### config.mk
export PLATFORM = sky130hd
export DESIGN_NAME = n4_mfr_controller
export DESIGN_NICKNAME = d
export VERILOG_FILES = /design/src/rtl/n4_mfr_pkg.sv /design/src/rtl/n4_mfr_datapath.sv /design/src/rtl/n4_mfr_controller.sv
export SDC_FILE = /design/constraint.sdc
export NUM_CORES = 1
export LEC_CHECK = 0
export BUFFER_PORTS_ARGS = -buffer_cell sky130_fd_sc_hd__buf_2
export CAP_MARGIN = 0
export CORE_MARGIN = 2
export CORE_UTILIZATION = 58
export DETAILED_ROUTE_END_ITERATION = 8
export GPL_TIMING_DRIVEN = 0
export PLACE_DENSITY = 0.88
export SYNTH_ARGS = -nofsm -noshare
export SYNTH_HDL_FRONTEND = slang
export SYNTH_SLANG_ARGS = --single-unit
### constraint.sdc
create_clock -name clock -period 7.6 [get_ports clock]
set_input_delay 0.76 -clock clock [delete_from_list [all_inputs] [get_ports clock]]
set_output_delay 0.76 -clock clock [all_outputs]
set_load 0.01 [all_outputs]
### src/rtl/n4_mfr_pkg.sv
// Shared definitions for the 4-bit multifunction register sequencer:
// function-select codes, step-word layout, FSM states and the register update rule.
package n4_mfr_pkg;

  typedef enum logic [1:0] {
    F_LOAD = 2'd0,
    F_ADD  = 2'd1,
    F_SHL  = 2'd2,
    F_XOR  = 2'd3
  } func_e;

  typedef enum logic [1:0] {
    IDLE = 2'd0,
    ACK  = 2'd1,
    RUN  = 2'd2
  } state_e;

  localparam int STEP_W   = 7;
  localparam int B_HI     = 6;
  localparam int B_LO     = 5;
  localparam int X_HI     = 4;
  localparam int X_LO     = 1;
  localparam int LAST_BIT = 0;

  typedef struct packed {
    logic [1:0] b;
    logic [3:0] x;
    logic       last;
  } step_t;

  // Cleared program entries load zero and terminate the run immediately.
  localparam step_t STEP_RESET = '{b: 2'd0, x: 4'd0, last: 1'b1};

  // Returns {cy, OUTR} after applying function b with operand x.
  function automatic logic [4:0] mfr_apply(input logic [1:0] b,
                                           input logic [3:0] z,
                                           input logic       cy,
                                           input logic [3:0] x);
    logic [4:0] result;
    result = {cy, z};
    case (func_e'(b))
      F_LOAD:  result = {cy, x};
      F_ADD:   result = {1'b0, z} + {1'b0, x};
      F_SHL:   result = {z[3], z[2:0], x[0]};
      F_XOR:   result = {cy, z ^ x};
      default: result = {cy, z};
    endcase
    return result;
  endfunction

endpackage

### src/rtl/n4_mfr_datapath.sv
// The 4-bit multifunction register itself: OUTR and the carry flag,
// updated only on enabled cycles.
module n4_mfr_datapath
  import n4_mfr_pkg::*;
(
  input  logic       clock,
  input  logic       reset_,
  input  logic       en,
  input  logic       clr_cy,
  input  logic [1:0] b,
  input  logic [3:0] x3_x0,
  output logic [3:0] z3_z0,
  output logic       cy
);

  logic [3:0] r_z;
  logic       r_cy;
  logic [4:0] w_result;

  assign w_result = mfr_apply(b, r_z, r_cy, x3_x0);

  // clr_cy only arrives on a run start, never together with en.
  always_ff @(posedge clock or negedge reset_) begin
    if (!reset_) begin
      r_z  <= 4'd0;
      r_cy <= 1'b0;
    end else if (en) begin
      {r_cy, r_z} <= w_result;
    end else if (clr_cy) begin
      r_cy <= 1'b0;
    end
  end

  assign z3_z0 = r_z;
  assign cy    = r_cy;

endmodule

### src/rtl/n4_mfr_controller.sv
// Program store and soc/eoc sequencer that steps a loaded program
// through the multifunction register datapath one step per clock.
module n4_mfr_controller
  import n4_mfr_pkg::*;
#(
  parameter  int P  = 8,
  localparam int AW = $clog2(P)
) (
  input  logic              clock,
  input  logic              reset_,
  input  logic              prog_we,
  input  logic [AW-1:0]     prog_addr,
  input  logic [STEP_W-1:0] prog_data,
  input  logic              soc,
  output logic              eoc,
  output logic [3:0]        z3_z0,
  output logic              cy
);

  state_e        r_state;
  state_e        w_next_state;
  logic [AW-1:0] r_pc;
  logic [AW-1:0] w_pc_next;
  step_t         r_prog [P];
  step_t         w_step;
  step_t         w_wr_step;
  logic          w_last_step;
  logic          w_dp_en;
  logic          w_clr_cy;

  assign w_wr_step = '{b:    prog_data[B_HI:B_LO],
                       x:    prog_data[X_HI:X_LO],
                       last: prog_data[LAST_BIT]};

  assign w_step      = r_prog[r_pc];
  assign w_last_step = w_step.last || (r_pc == AW'(P - 1));

  // The program may only change while idle so a run always sees a stable program.
  always_ff @(posedge clock or negedge reset_) begin
    if (!reset_) begin
      for (int i = 0; i < P; i++) begin
        r_prog[i] <= STEP_RESET;
      end
    end else if (prog_we && (r_state == IDLE)) begin
      r_prog[prog_addr] <= w_wr_step;
    end
  end

  always_ff @(posedge clock or negedge reset_) begin
    if (!reset_) begin
      r_state <= IDLE;
      r_pc    <= '0;
    end else begin
      r_state <= w_next_state;
      r_pc    <= w_pc_next;
    end
  end

  always_comb begin
    w_next_state = r_state;
    w_pc_next    = r_pc;
    w_dp_en      = 1'b0;
    w_clr_cy     = 1'b0;
    case (r_state)
      IDLE: begin
        if (soc) begin
          w_next_state = ACK;
          w_pc_next    = '0;
          w_clr_cy     = 1'b1;
        end
      end
      ACK: begin
        if (!soc) begin
          w_next_state = RUN;
        end
      end
      RUN: begin
        w_dp_en = 1'b1;
        if (w_last_step) begin
          w_next_state = IDLE;
        end else begin
          w_pc_next = r_pc + AW'(1);
        end
      end
      default: begin
        w_next_state = IDLE;
      end
    endcase
  end

  // Registered state makes eoc rise on the same edge as the final step.
  assign eoc = (r_state == IDLE);

  n4_mfr_datapath u_datapath (
    .clock  (clock),
    .reset_ (reset_),
    .en     (w_dp_en),
    .clr_cy (w_clr_cy),
    .b      (w_step.b),
    .x3_x0  (w_step.x),
    .z3_z0  (z3_z0),
    .cy     (cy)
  );

endmodule

-- Word level (Yosys, flattened, before mapping)
Cells that the tools add are included.
- eq/ne operators: 12
- mux-type cells: 19
- reductions and logical operators: 10
- add/sub/neg operators: 2
- magnitude comparators: 3
- bitwise operators: 3
- operators with widths (kind ; number):
    bitwise mux 56 bit ; 1
    binary-select mux 7 bit (select 3 bit) ; 1
    demux 7 bit (select 3 bit) ; 1
    two-way mux 7 bit ; 3
    case mux 5 bit (4 select lines) ; 1
    != test 2 bit (second input constant) ; 6
    AND reduction 3 bit ; 3
    >= comparator 4 bit (second input constant) ; 2
    NOT 3 -> 4 bit ; 2
    == test 2 bit (second input constant) ; 3
    two-way mux 2 bit ; 3
    two-way mux 3 bit ; 2
    case mux 2 bit (3 select lines) ; 1
    case mux 3 bit (2 select lines) ; 1
    adder 4 x 4 -> 5 bit ; 1
    two-way mux 1 bit ; 5
    == test 2 x 1 -> 1 bit (second input constant) ; 2
    logical NOT 2 bit ; 2
    less-than comparator 4 x 1 -> 1 bit (second input constant) ; 1
    nonzero test 2 bit ; 2
    bitwise XOR 4 bit ; 1
    adder 3 x 1 -> 3 bit (second input constant) ; 1
    == test 3 bit (second input constant) ; 1
    logical AND 1 bit ; 2
    logical OR 1 bit ; 1
- register bits: 66
- logic and storage cells: 77
- input bits: 14

-- Depth between registers and ports, before layout
- word-level depth: 7
- gate-level depth with buffers: 10
- depth with buffers taken out: 9

-- Modules after synthesis
From an unflattened synthesis, not the netlist that was laid out.
- cells, all modules: 235
- area total of the unflattened synthesis: 3368.2 um^2
- modules (own cells, without submodules) (module ; seq. area each (um^2) ; cells an instance ; area an instance (um^2) ; times used):
    n4_mfr_controller ; 1536.5 ; 184 ; 2879.0 ; 1
    n4_mfr_datapath ; 125.1 ; 51 ; 489.2 ; 1

-- Least setup slack after synthesis
No wires, ideal clock.
- kind: reg-to-reg
- from: reg r_pc[0]
- to: reg u_datapath.r_cy, in the netlist u_datapath.cy
- cell stages (with the launch flop): 11
- required time: 7.449 ns
- data arrival time: 2.603 ns
- path buffers: 1
- slack: 4.846 ns
- path through: dfrtp_1 -> buf_4 -> mux4_2 -> mux2_2 -> ha_1 -> fa_1 -> a21o_1 -> a21oi_1 -> nor4b_1 -> a41oi_1 -> o311ai_0
- cells in the longest elaborated chain, start to end: 7
- elaborated cells between the ends (all ways): 14
- RTL lines (what ; line ; RTL):
    start, declared ; n4_mfr_controller.sv:22 ; logic [AW-1:0] r_pc;
    start signal, assigned ; n4_mfr_controller.sv:55 ; r_pc <= w_pc_next;
    NOT 3 -> 4 bit (implied by the code) * ; n4_mfr_controller.sv:35 ; assign w_step = r_prog[r_pc];
    binary-select mux 7 bit (select 3 bit) * ; n4_mfr_controller.sv:35 ;
    two-way mux 7 bit (implied by the code) * (2 in a row) ; n4_mfr_controller.sv:35 ;
    adder 4 x 4 -> 5 bit (tied with other cells) ; n4_mfr_pkg.sv:43 ; F_ADD: result = {1'b0, z} + {1'b0, x};
    case mux 5 bit (4 select lines) or != test 2 bit (tied branches) ; n/a ;
    two-way mux 1 bit or AND reduction 3 bit (tied branches) ; n/a ;
    end signal, assigned ; n4_mfr_datapath.sv:28 ; {r_cy, r_z} <= w_result;
    end, declared ; n4_mfr_datapath.sv:17 ; logic r_cy;
Mark *: on every way between the ends. The rest lies on a longest branch, timed or not. The select of a mux whose other input is x is not followed.
A chain may end at the register's enable or synchronous reset.

-- Final worst setup path
Ends and elaborated chain as after synthesis.

==> metrics.md <==
| Metric | Value |
|---|---|
| Layout Skew | 13.7 ps |
| Worst Path Required | a little under 8000 ps |
| EDFF count, synth | 0 |
| Register area share after synthesis | about half |
| Max Slew Vio Count | 0 |
| DRC | 0 |
| Placed cell count | between 300 and 400 |
| Yosys warns | 0 |
| Die X | about 78 µm |
| Post-synthesis async set-or-reset flop share | 100% |
| Vias in the first global route | 2126 |
| H-tree depth | 3 |
| Ant. Diodes | 0 |
| Startpoint Class | flop |
| Crit-path max FO | 10 |
| Clk slew on worst S/H paths | 80 ps |
| Slew HR | 46.0% |
| Final Hold Fails | 0 |
| Share of power burned in registers | a little over two fifths |
| Cell-internal power | 1020 µW |
| CTS Buffer Depth | 2 |
| Area of the mapped netlist | around 3200 µm² |
| First-pass GRT wire length | 10700 µm |
| CTS sink cnt | 66 |
| Peak VDD IR | 0.000245 V |
| Power per standard cell area | 414 nW/µm² |
| I/O pins | 20 |
| Gpl congestion | 0.769 |
| Worst r2r path cells | 10 |
| Clock power frac | roughly 20% |
| CTS Hold Bufs | 0 |
| Wire per inst | 19.1 µm |
| Sw frac | 31.3% |
| FMAX | 320 MHz |
| Status | complete, no violations |
| Mapped Avg Cell Area | ~15 µm² |
| Yosys reg bits | 66 |
| Syn Nets | 238 |
| Port-buffer cells | 19 |
| Row count | 27 |
| Lkg Pwr | 0.00159 µW |
| Dpl hpwl | 4140 µm |
| Hold crit path type | primary input to async pin |
| Total GRT Usage | 23.9% |
| Root buffer cell | clkbuf_8 |
| Comb pwr share | 37.4% |
| Num CTS Buffers | 9 |
| WL final | around 6200 µm |
| WL met3 | 305 µm |
| Global route overflow | 0 |
| Initial core utilization | 59.3% |
| Die area | 6140 µm² |
| Max cap viols | 0 |
| Clk_lat worst skew | 350 ps |
| Die height | 78.3 µm |
| Synth unique cells | 31 |
| Core ar. | 5410 µm² |
| Most frequent cells in the layout | mux2_2 (61), dfrtp_1 (58), buf_2 (19) |
| Initial antenna violation count | 0 |
| Share of layout cells above drive strength 1 | 48.0% |
| Class of the most critical setup path | flop to flop |
| Final ANT Viol Nets | 0 |
| CTS tree | done |
| Syn Inst Count | 217 |
| Slew @ Worst Pin | 809 ps |
| Setup TNS | 0 ps |
| First-pass iteration count of the detailed router | 4 |
| Crit share post-route | about two fifths |
| RSZ-0062 raised after global routing | false |
| Share of the synthesized area in the top cell type | 45.3% |
| Non-Filler Instances | 324 |
| Iter 0 DRT Violations | between 150 and 200 |
| Commonest non-fill, non-tap cell in the layout | mux2_2 |
| Fin crit period | 3120 ps |
| Via density | a little under 6 |
| Max layer used | met4 |
| Layout net count | 268 |
| Pin count of the biggest net entering global routing | 67 |
| WL met1 | roughly 2700 µm |
| Critical Path End Type | flop |
| Post-synth top flop | dfrtp_1 |
| WP data arrival | roughly 3300 ps |
| Leading post-synthesis cells by cell area | dfrtp_1 (45%), mux2_2 (21%), mux4_2 (7.7%) |
| NetSw | around 470 µW |
| Post-CTS sizing | 0 |
| Area leader, netlist | dfrtp_1 |
| Via count | between 1500 and 2000 |
| Area growth, synth to finish | 12.3% |
| Post-CTS setup buffers | 0 |
| Final setup fails | 0 |
| Met2 Routed Length | 3050 µm |
==> final cells by class <==
cell class | instances | area [µm²]
Sequential cell | 66 | 1660
Inverter | 2 | 7.51
Tap cell | 72 | 90.1
Clock buffer | 12 | 155
Timing Repair Buffer | 19 | 97.6
Clock inverter | 4 | 50.0
Multi-Input combinational cell | 142 | 1500
Buffer | 7 | 35.0
Fill cell | 390 | 1810
==> Yosys cell counts, types with 2 or more instances <==
master,n
xor2_1,2
dfstp_2,8
mux4_1,3
mux2_2,61
buf_4,2
nor2b_1,4
nor2_1,5
o21ai_0,7
mux2i_1,7
mux4_2,11
inv_1,2
a21oi_1,2
a2bb2oi_1,2
nand3_1,3
clkbuf_1,4
ha_1,6
and3_1,3
dfrtp_1,58
nand2_1,14
mux2i_4,2
==> power groups by stage <==
stage	clock network, µW	logic, µW	registers, µW
final	303	556	629
after global routing	325	618	654
after CTS	308	562	629
after detailed placement	0	558	633
after global placement	0	532	620
after floorplan	0	446	605
==> critical path: stages, from the launching register on <==
cell and delay (ps):
dfrtp_1 500, buf_4 280, mux4_2 530, mux2_2 310
ha_1 220, fa_1 380, a21o_1 200, a21oi_1 150
nor4b_1 70, a41oi_1 170, o311ai_0 160
==> metal layers <==
| layer | GRT usage, % | vias to the layer above |
|---|---|---|
| met1 | 29.8 | 961 |
| met4 | 11.2 | 0 |
| li1 | - | 876 |
| met2 | 38.6 | 47 |
| met3 | 7.36 | 15 |
| met5 | 0 | - |
==> sequential cells by signal, summed over array words and instances (netlist names) <==
signal / count
u_datapath.z3_z0: 4
r_pc: 3
r_state: 2
r_prog: 56
u_datapath.cy: 1
==> logic make-up after synthesis <==
| kind of cell | share of synthesized area (%) |
|---|---|
| flip-flops | 51.8 |
| AND/OR/NAND/NOR | 4.96 |
| adder cells (fa/ha/maj) | 2.97 |
| multiplexers | 35.2 |
| buffers and inverters | 1.33 |
| AO/OA/AOI/OAI | 3.16 |
| XOR/XNOR | 0.547 |
==> worst paths after layout <==
kind	from	to	slack, ps
max in group asynchronous	reset_	r_prog[34]$_DFFE_PN0P_	6560
max reg2reg	r_pc[0]$_DFFE_PN0P_	u_datapath.cy$_DFFE_PN0P_	4480
min in group clock	r_prog[47]$_DFFE_PN0P_	r_prog[47]$_DFFE_PN0P_	500
min	reset_	r_prog[40]$_DFFE_PN0P_	490
min reg2reg	r_prog[47]$_DFFE_PN0P_	r_prog[47]$_DFFE_PN0P_	500
max	r_pc[0]$_DFFE_PN0P_	u_datapath.cy$_DFFE_PN0P_	4480
==> stage by stage <==
stage / util, % / area, µm² / setup slack [ps] / hold slack, ps / power, µW
after CTS: 66.6 / 3600 / 4490 / 503 / 1500
after global placement: 62.7 / 3390 / 4560 / 482 / 1150
after detailed placement: 62.8 / 3390 / 4500 / 487 / 1190
after floorplan: - / 3210 / 4850 / 464 / 1050
final: 66.6 / 3600 / 4480 / 493 / 1490
after global routing: 66.6 / 3600 / 4310 / 520 / 1600
(Power assumes the default switching activity.)
